## src/rtl/banked_mem_reader_pkg.sv

```systemverilog
// Shared types and default widths for the banked memory reader and its bank register.
package banked_mem_reader_pkg;

  localparam int BANK_W_DEF = 2;
  localparam int ADDR_W_DEF = 6;
  localparam int DATA_W_DEF = 8;
  localparam int RD_CNT_W   = 8;

  typedef enum logic [1:0] {
    ST_IDLE  = 2'd0,
    ST_ISSUE = 2'd1,
    ST_WAIT  = 2'd2,
    ST_RESP  = 2'd3
  } rd_state_e;

endpackage

```

## src/rtl/banked_mem_reader_if.sv

```systemverilog
// Request, memory and response signals of the banked reader; slave is the reader's view.
interface banked_mem_reader_if
  import banked_mem_reader_pkg::*;
#(
  parameter int BANK_W = BANK_W_DEF,
  parameter int ADDR_W = ADDR_W_DEF,
  parameter int DATA_W = DATA_W_DEF
);

  logic                     req_valid;
  logic [ADDR_W-1:0]        req_addr;
  logic                     req_ready;
  logic                     mem_re;
  logic [BANK_W+ADDR_W-1:0] mem_addr;
  logic [DATA_W-1:0]        mem_rdata;
  logic                     rsp_valid;
  logic [DATA_W-1:0]        rsp_data;
  logic                     rsp_ready;

  modport slave (
    input  req_valid, req_addr, mem_rdata, rsp_ready,
    output req_ready, mem_re, mem_addr, rsp_valid, rsp_data
  );

  modport master (
    output req_valid, req_addr, mem_rdata, rsp_ready,
    input  req_ready, mem_re, mem_addr, rsp_valid, rsp_data
  );

endinterface

```

## src/rtl/banked_mem_reader_bank_reg.sv

```systemverilog
// Bank-select holding register: loads on clock enable, clears on reset.
module banked_mem_reader_bank_reg
  import banked_mem_reader_pkg::*;
#(
  parameter int W = BANK_W_DEF
) (
  input  logic         clk,
  input  logic         rst_n,
  input  logic         i_ce,
  input  logic [W-1:0] i_d,
  output logic [W-1:0] o_q
);

  logic [W-1:0] r_q;

  // Bank value capture
  always_ff @(posedge clk or negedge rst_n) begin
    if (!rst_n) begin
      r_q <= {W{1'b0}};
    end else if (i_ce) begin
      r_q <= i_d;
    end
  end

  assign o_q = r_q;

endmodule

```

## src/rtl/banked_mem_reader.sv

```systemverilog
// Single-outstanding reader: latches bank/address, issues one synchronous memory
// read, then holds the returned word until the consumer takes it.
module banked_mem_reader
  import banked_mem_reader_pkg::*;
#(
  parameter int BANK_W = BANK_W_DEF,
  parameter int ADDR_W = ADDR_W_DEF,
  parameter int DATA_W = DATA_W_DEF
) (
  input  logic                clk,
  input  logic                rst_n,
  input  logic [BANK_W-1:0]   i_bank,
  banked_mem_reader_if.slave  bus,
  output logic [RD_CNT_W-1:0] o_rd_count
);

  rd_state_e             r_state;
  rd_state_e             w_next_state;
  logic [ADDR_W-1:0]     r_addr_q;
  logic [DATA_W-1:0]     r_data_q;
  logic [RD_CNT_W-1:0]   r_rd_count;
  logic [BANK_W-1:0]     w_bank_q;
  logic                  w_accept;
  logic                  w_rsp_done;

  assign w_accept   = bus.req_valid && (r_state == ST_IDLE);
  assign w_rsp_done = bus.rsp_ready && (r_state == ST_RESP);

  banked_mem_reader_bank_reg #(
    .W (BANK_W)
  ) u_bank_reg (
    .clk   (clk),
    .rst_n (rst_n),
    .i_ce  (w_accept),
    .i_d   (i_bank),
    .o_q   (w_bank_q)
  );

  // State register
  always_ff @(posedge clk or negedge rst_n) begin
    if (!rst_n) begin
      r_state <= ST_IDLE;
    end else begin
      r_state <= w_next_state;
    end
  end

  // Next-state decode; rsp_ready only matters while in RESP
  always_comb begin
    w_next_state = r_state;
    case (r_state)
      ST_IDLE: begin
        if (bus.req_valid) begin
          w_next_state = ST_ISSUE;
        end else begin
          w_next_state = ST_IDLE;
        end
      end
      ST_ISSUE: w_next_state = ST_WAIT;
      ST_WAIT:  w_next_state = ST_RESP;
      ST_RESP: begin
        if (bus.rsp_ready) begin
          w_next_state = ST_IDLE;
        end else begin
          w_next_state = ST_RESP;
        end
      end
      default: w_next_state = ST_IDLE;
    endcase
  end

  // Request address, returned data and completion counter
  always_ff @(posedge clk or negedge rst_n) begin
    if (!rst_n) begin
      r_addr_q   <= {ADDR_W{1'b0}};
      r_data_q   <= {DATA_W{1'b0}};
      r_rd_count <= {RD_CNT_W{1'b0}};
    end else begin
      if (w_accept) begin
        r_addr_q <= bus.req_addr;
      end
      if (r_state == ST_WAIT) begin
        r_data_q <= bus.mem_rdata;
      end
      if (w_rsp_done) begin
        r_rd_count <= r_rd_count + {{(RD_CNT_W-1){1'b0}}, 1'b1};
      end
    end
  end

  // Outputs decode straight from state flops, so none are combinational on inputs
  assign bus.req_ready = (r_state == ST_IDLE);
  assign bus.mem_re    = (r_state == ST_ISSUE);
  assign bus.mem_addr  = {w_bank_q, r_addr_q};
  assign bus.rsp_valid = (r_state == ST_RESP);
  assign bus.rsp_data  = r_data_q;
  assign o_rd_count    = r_rd_count;

endmodule

```

## src/flat_wrapper.sv

```systemverilog
// flat-port wrapper written by rule: the top's interface ports become plain ports
module banked_mem_reader_flat import banked_mem_reader_pkg::*;
#(
  parameter int BANK_W = BANK_W_DEF,
  parameter int ADDR_W = ADDR_W_DEF,
  parameter int DATA_W = DATA_W_DEF
)
  (clk, rst_n, i_bank, o_rd_count, bus_req_valid, bus_req_addr, bus_mem_rdata, bus_rsp_ready, bus_req_ready, bus_mem_re, bus_mem_addr, bus_rsp_valid, bus_rsp_data);
  banked_mem_reader_if #(.BANK_W(BANK_W), .ADDR_W(ADDR_W), .DATA_W(DATA_W)) bus_i ();
  input  logic clk;
  input  logic rst_n;
  input  logic [BANK_W-1:0] i_bank;
  output logic [RD_CNT_W-1:0] o_rd_count;
  input wire logic [$bits(bus_i.req_valid)-1:0] bus_req_valid;
  input wire logic [$bits(bus_i.req_addr)-1:0] bus_req_addr;
  input wire logic [$bits(bus_i.mem_rdata)-1:0] bus_mem_rdata;
  input wire logic [$bits(bus_i.rsp_ready)-1:0] bus_rsp_ready;
  output wire logic [$bits(bus_i.req_ready)-1:0] bus_req_ready;
  output wire logic [$bits(bus_i.mem_re)-1:0] bus_mem_re;
  output wire logic [$bits(bus_i.mem_addr)-1:0] bus_mem_addr;
  output wire logic [$bits(bus_i.rsp_valid)-1:0] bus_rsp_valid;
  output wire logic [$bits(bus_i.rsp_data)-1:0] bus_rsp_data;
  assign bus_i.req_valid = bus_req_valid;
  assign bus_i.req_addr = bus_req_addr;
  assign bus_i.mem_rdata = bus_mem_rdata;
  assign bus_i.rsp_ready = bus_rsp_ready;
  assign bus_req_ready = bus_i.req_ready;
  assign bus_mem_re = bus_i.mem_re;
  assign bus_mem_addr = bus_i.mem_addr;
  assign bus_rsp_valid = bus_i.rsp_valid;
  assign bus_rsp_data = bus_i.rsp_data;
  banked_mem_reader #(.BANK_W(BANK_W), .ADDR_W(ADDR_W), .DATA_W(DATA_W)) u_core (.clk(clk), .rst_n(rst_n), .i_bank(i_bank), .bus(bus_i), .o_rd_count(o_rd_count));
endmodule
```

## config.mk

```make
export PLATFORM = sky130hd
export DESIGN_NAME = banked_mem_reader_flat
export DESIGN_NICKNAME = d
export VERILOG_FILES = /design/src/rtl/banked_mem_reader_pkg.sv /design/src/rtl/banked_mem_reader_if.sv /design/src/rtl/banked_mem_reader_bank_reg.sv /design/src/rtl/banked_mem_reader.sv /design/src/flat_wrapper.sv
export SDC_FILE = /design/constraint.sdc
export NUM_CORES = 1
export LEC_CHECK = 0
export ABC_AREA = 1
export CAP_MARGIN = 20
export CORE_ASPECT_RATIO = 0.8
export CORE_MARGIN = 5
export CORE_UTILIZATION = 34
export CTS_BUF_LIST = sky130_fd_sc_hd__clkbuf_16
export DETAILED_ROUTE_END_ITERATION = 8
export HOLD_SLACK_MARGIN = 0.05
export PLACE_DENSITY_LB_ADDON = 0.2
export SKIP_CTS_REPAIR_TIMING = 1
export SLEW_MARGIN = 10
export SYNTH_ARGS = -nofsm -noshare
export SYNTH_HDL_FRONTEND = slang
export SYNTH_HIERARCHICAL = 1
export SYNTH_SLANG_ARGS = --single-unit
```

## constraint.sdc

```tcl
create_clock -name clk -period 1.4 [get_ports clk]
set_input_delay 0.28 -clock clk [delete_from_list [all_inputs] [get_ports clk]]
set_output_delay 0.28 -clock clk [all_outputs]
set_load 0.02 [all_outputs]
```

==> metrics.txt <==
gr usage total 13.6%; Yosys reg bits 26; clk_skew 2.72 ps; Core Area 0.00313 mm2; CP required 1120 ps; dpl cells 231; Reg clk slew, reported paths 60 ps; top layer in use met4; fin. max-slew vios 0; Met1 Routed Length 1190 um; fmax 742 MHz; vias 1025; RSZ-0062 raised after global routing false; Final min period 1350 ps; Crit path largest cell delay 440 ps; max_cap viols 0; final core occ 59.7%; Compound-Gate Fraction of Synth Area 0.893%; Hold Violations, Final 0; Worst Setup EP bus_req_ready; crit path launch type register; first-pass GRT wire length 4710 um; placed cell area 0.00172 mm2; Ports 47; max_slew headroom 78.5%; Seq/Total Area, Yosys 58.0%; Netlist cell types 13; most common cell after layout, fill and taps aside nand2_1; Cell Area, Synth 0.00112 mm2; critical path's top delay family flip-flops; Final Non-Filler Cells 235; Final period util 96.3%; CTS root buf clkbuf_16; Gate Count Post-Synth 134; status finished clean; XOR/XNOR share of the synthesized area 3.13%; critical path depth 2; crit path cell chain nor2_1 > dlymetal6s2s_1; top cells by area, synth dfrtp_1 (58%), nand2_1 (19%), nand3_1 (7.1%); worst-margin pin slew 322 ps; clock buffer depth 2; met2 WL 1330 um; reg2reg setup slack 220 ps; CP Buf/Inv Count 1; Post-Synth Simple-Gate Area 31.1%; later-pin clock latency in the skew report 250 ps; DP Wirelength 2090 um; H-tree depth 1; Register-to-Register Path Depth 7; 1st-iter DRT viols 61; number of port buffers 46; layout cells sized above 1 11.3%; Clock Sinks 26; maximum vdd drop 1430 uV; Routed WL per cell 11.7 um; # rows 18; Yosys top cell by area dfrtp_1; Vias/cell 4.36; RR Endpoint u_core/o_rd_count[6]; classification of the worst setup path register to output port; Arr. time, crit path 1070 ps; CP Capture Type output port; synthesized area per cell 8.37 um2; grt ovf 0; Synth top area share 58.0%; Area Overhead vs Synth 66.7%; final net count 217; worst reg2reg startpoint u_core/o_rd_count[1]; CP Launch Point u_core/r_state[1]; fin area 0.00187 mm2; hold_ws 397 ps; Synthesized Nets 155; most frequent cells in the layout nand2_1 (57), dlymetal6s2s_1 (27), dfrtp_1 (25); vias in the first global route 1083; Leakage 1.21 nW; gp weighted congestion 0.775; initial antenna violation count 0; critical path's slowest cell dfrtp_2; Synth Warn # 6; largest net degree at the start of global routing 27; met3 wire len 209 um; Final ANT Viol Nets 0; die width 74.2 um; number of remaining DRC errors 0; Hold/Removal Path Class input pin to asynchronous set/reset pin; CTS Buf Count 3; Starting Density 35.8%; largest family of logic cells by synthesized area simple AND/OR/NAND/NOR gates; fillers 269; drt pass-1 iters 6; PwrDens 2120 mW/mm2; DRT Wirelength 2750 um; diode count 0; overall die height 61.4 um; post-synthesis mux area share 0%; crit path max fanout 7; adder-cell share of the synthesized area 1.12%; DIE AREA 0.00455 mm2; final setup vio count 0; CTS tree built
## synth_stat cells
master    count
nand2_1      57
dfrtp_1      26
nand3_1      16
inv_1        14
nor2_1        7
xor2_1        4
clkbuf_1      2
nor2_2        2
o21ai_0       2
ha_1          1
inv_2         1
nand2_2       1
nand3_2       1
## cells by family (layout without fill, tap and decap cells)
| family | after synthesis | count (layout) |
|---|---|---|
| and+or+nand+nor | 84 | 84 |
| DFF | 26 | 26 |
| buffers and inverters | 17 | 78 |
| xor gates and xnor gates | 4 | 4 |
| AOI/OAI and AO/OA | 2 | 2 |
| adders and majority gates | 1 | 1 |
## state kept, by name, summed over array words and instances (netlist names)
signal,cells
u_core/u_bank_reg/o_q,2
u_core/bus.rsp_data,8
u_core/r_addr_q,6
u_core/o_rd_count,8
u_core/r_state,2
## power by group
group / switching, mW / internal, mW
clock: 0.237 / 0.381
combinational: 1.12 / 0.945
sequential: 0.207 / 1.08
## worst min path at each step
stage          slack, ps                      from                       end  depth (start not counted)
6_report             400                     rst_n    u_core/bus.rsp_data[4]                          2
5_1_grt              430                     rst_n    u_core/bus.rsp_data[4]                          2
4_1_cts              410                     rst_n    u_core/bus.rsp_data[4]                          2
3_5_place_dp         470  u_core/u_bank_reg/o_q[0]  u_core/u_bank_reg/o_q[0]                          2
3_3_place_gp         460    u_core/bus.rsp_data[0]    u_core/bus.rsp_data[0]                          2
2_1_floorplan        -20                     rst_n    u_core/bus.rsp_data[0]                          0
## per-layer routing
| layer | up-vias | GRT usage [%] |
|---|---|---|
| li1 | 532 | - |
| met1 | 455 | 16.6 |
| met2 | 34 | 22.3 |
| met3 | 4 | 5.71 |
| met4 | 0 | 3.62 |
| met5 | - | 0 |
## final cells by class
cell class | instances | area [um2] | area share (%)
clock inverters | 1 | 3.75 | 0.201
inverters | 15 | 56.3 | 3.01
flip-flops and latches | 26 | 652 | 34.9
clock buffers | 3 | 75.1 | 4.02
well taps | 40 | 50.0 | 2.68
multi-input cells | 91 | 407 | 21.8
repair buffers | 59 | 626 | 33.5
## worst reg2reg max path: cells and delay by family (launching register included)
family                     cells  cell delay [ps]
DFF                            1              340
adders and majority gates      1              160
and+or+nand+nor                4              410
buffers and inverters          2              160
## metrics by stage
| step | setup TNS, ps | worst slack [ps] | power [mW] |
|---|---|---|---|
| floorplan | 0 | 51.5 | 2.30 |
| global placement | -174 | -62.1 | 3.39 |
| detailed placement | -286 | -82.2 | 3.44 |
| CTS | -3820 | -363 | 4.09 |
| global route | 0 | 1.78 | 4.29 |
| finish | 0 | 52.3 | 3.97 |
Power figures use the tool's default switching activity.
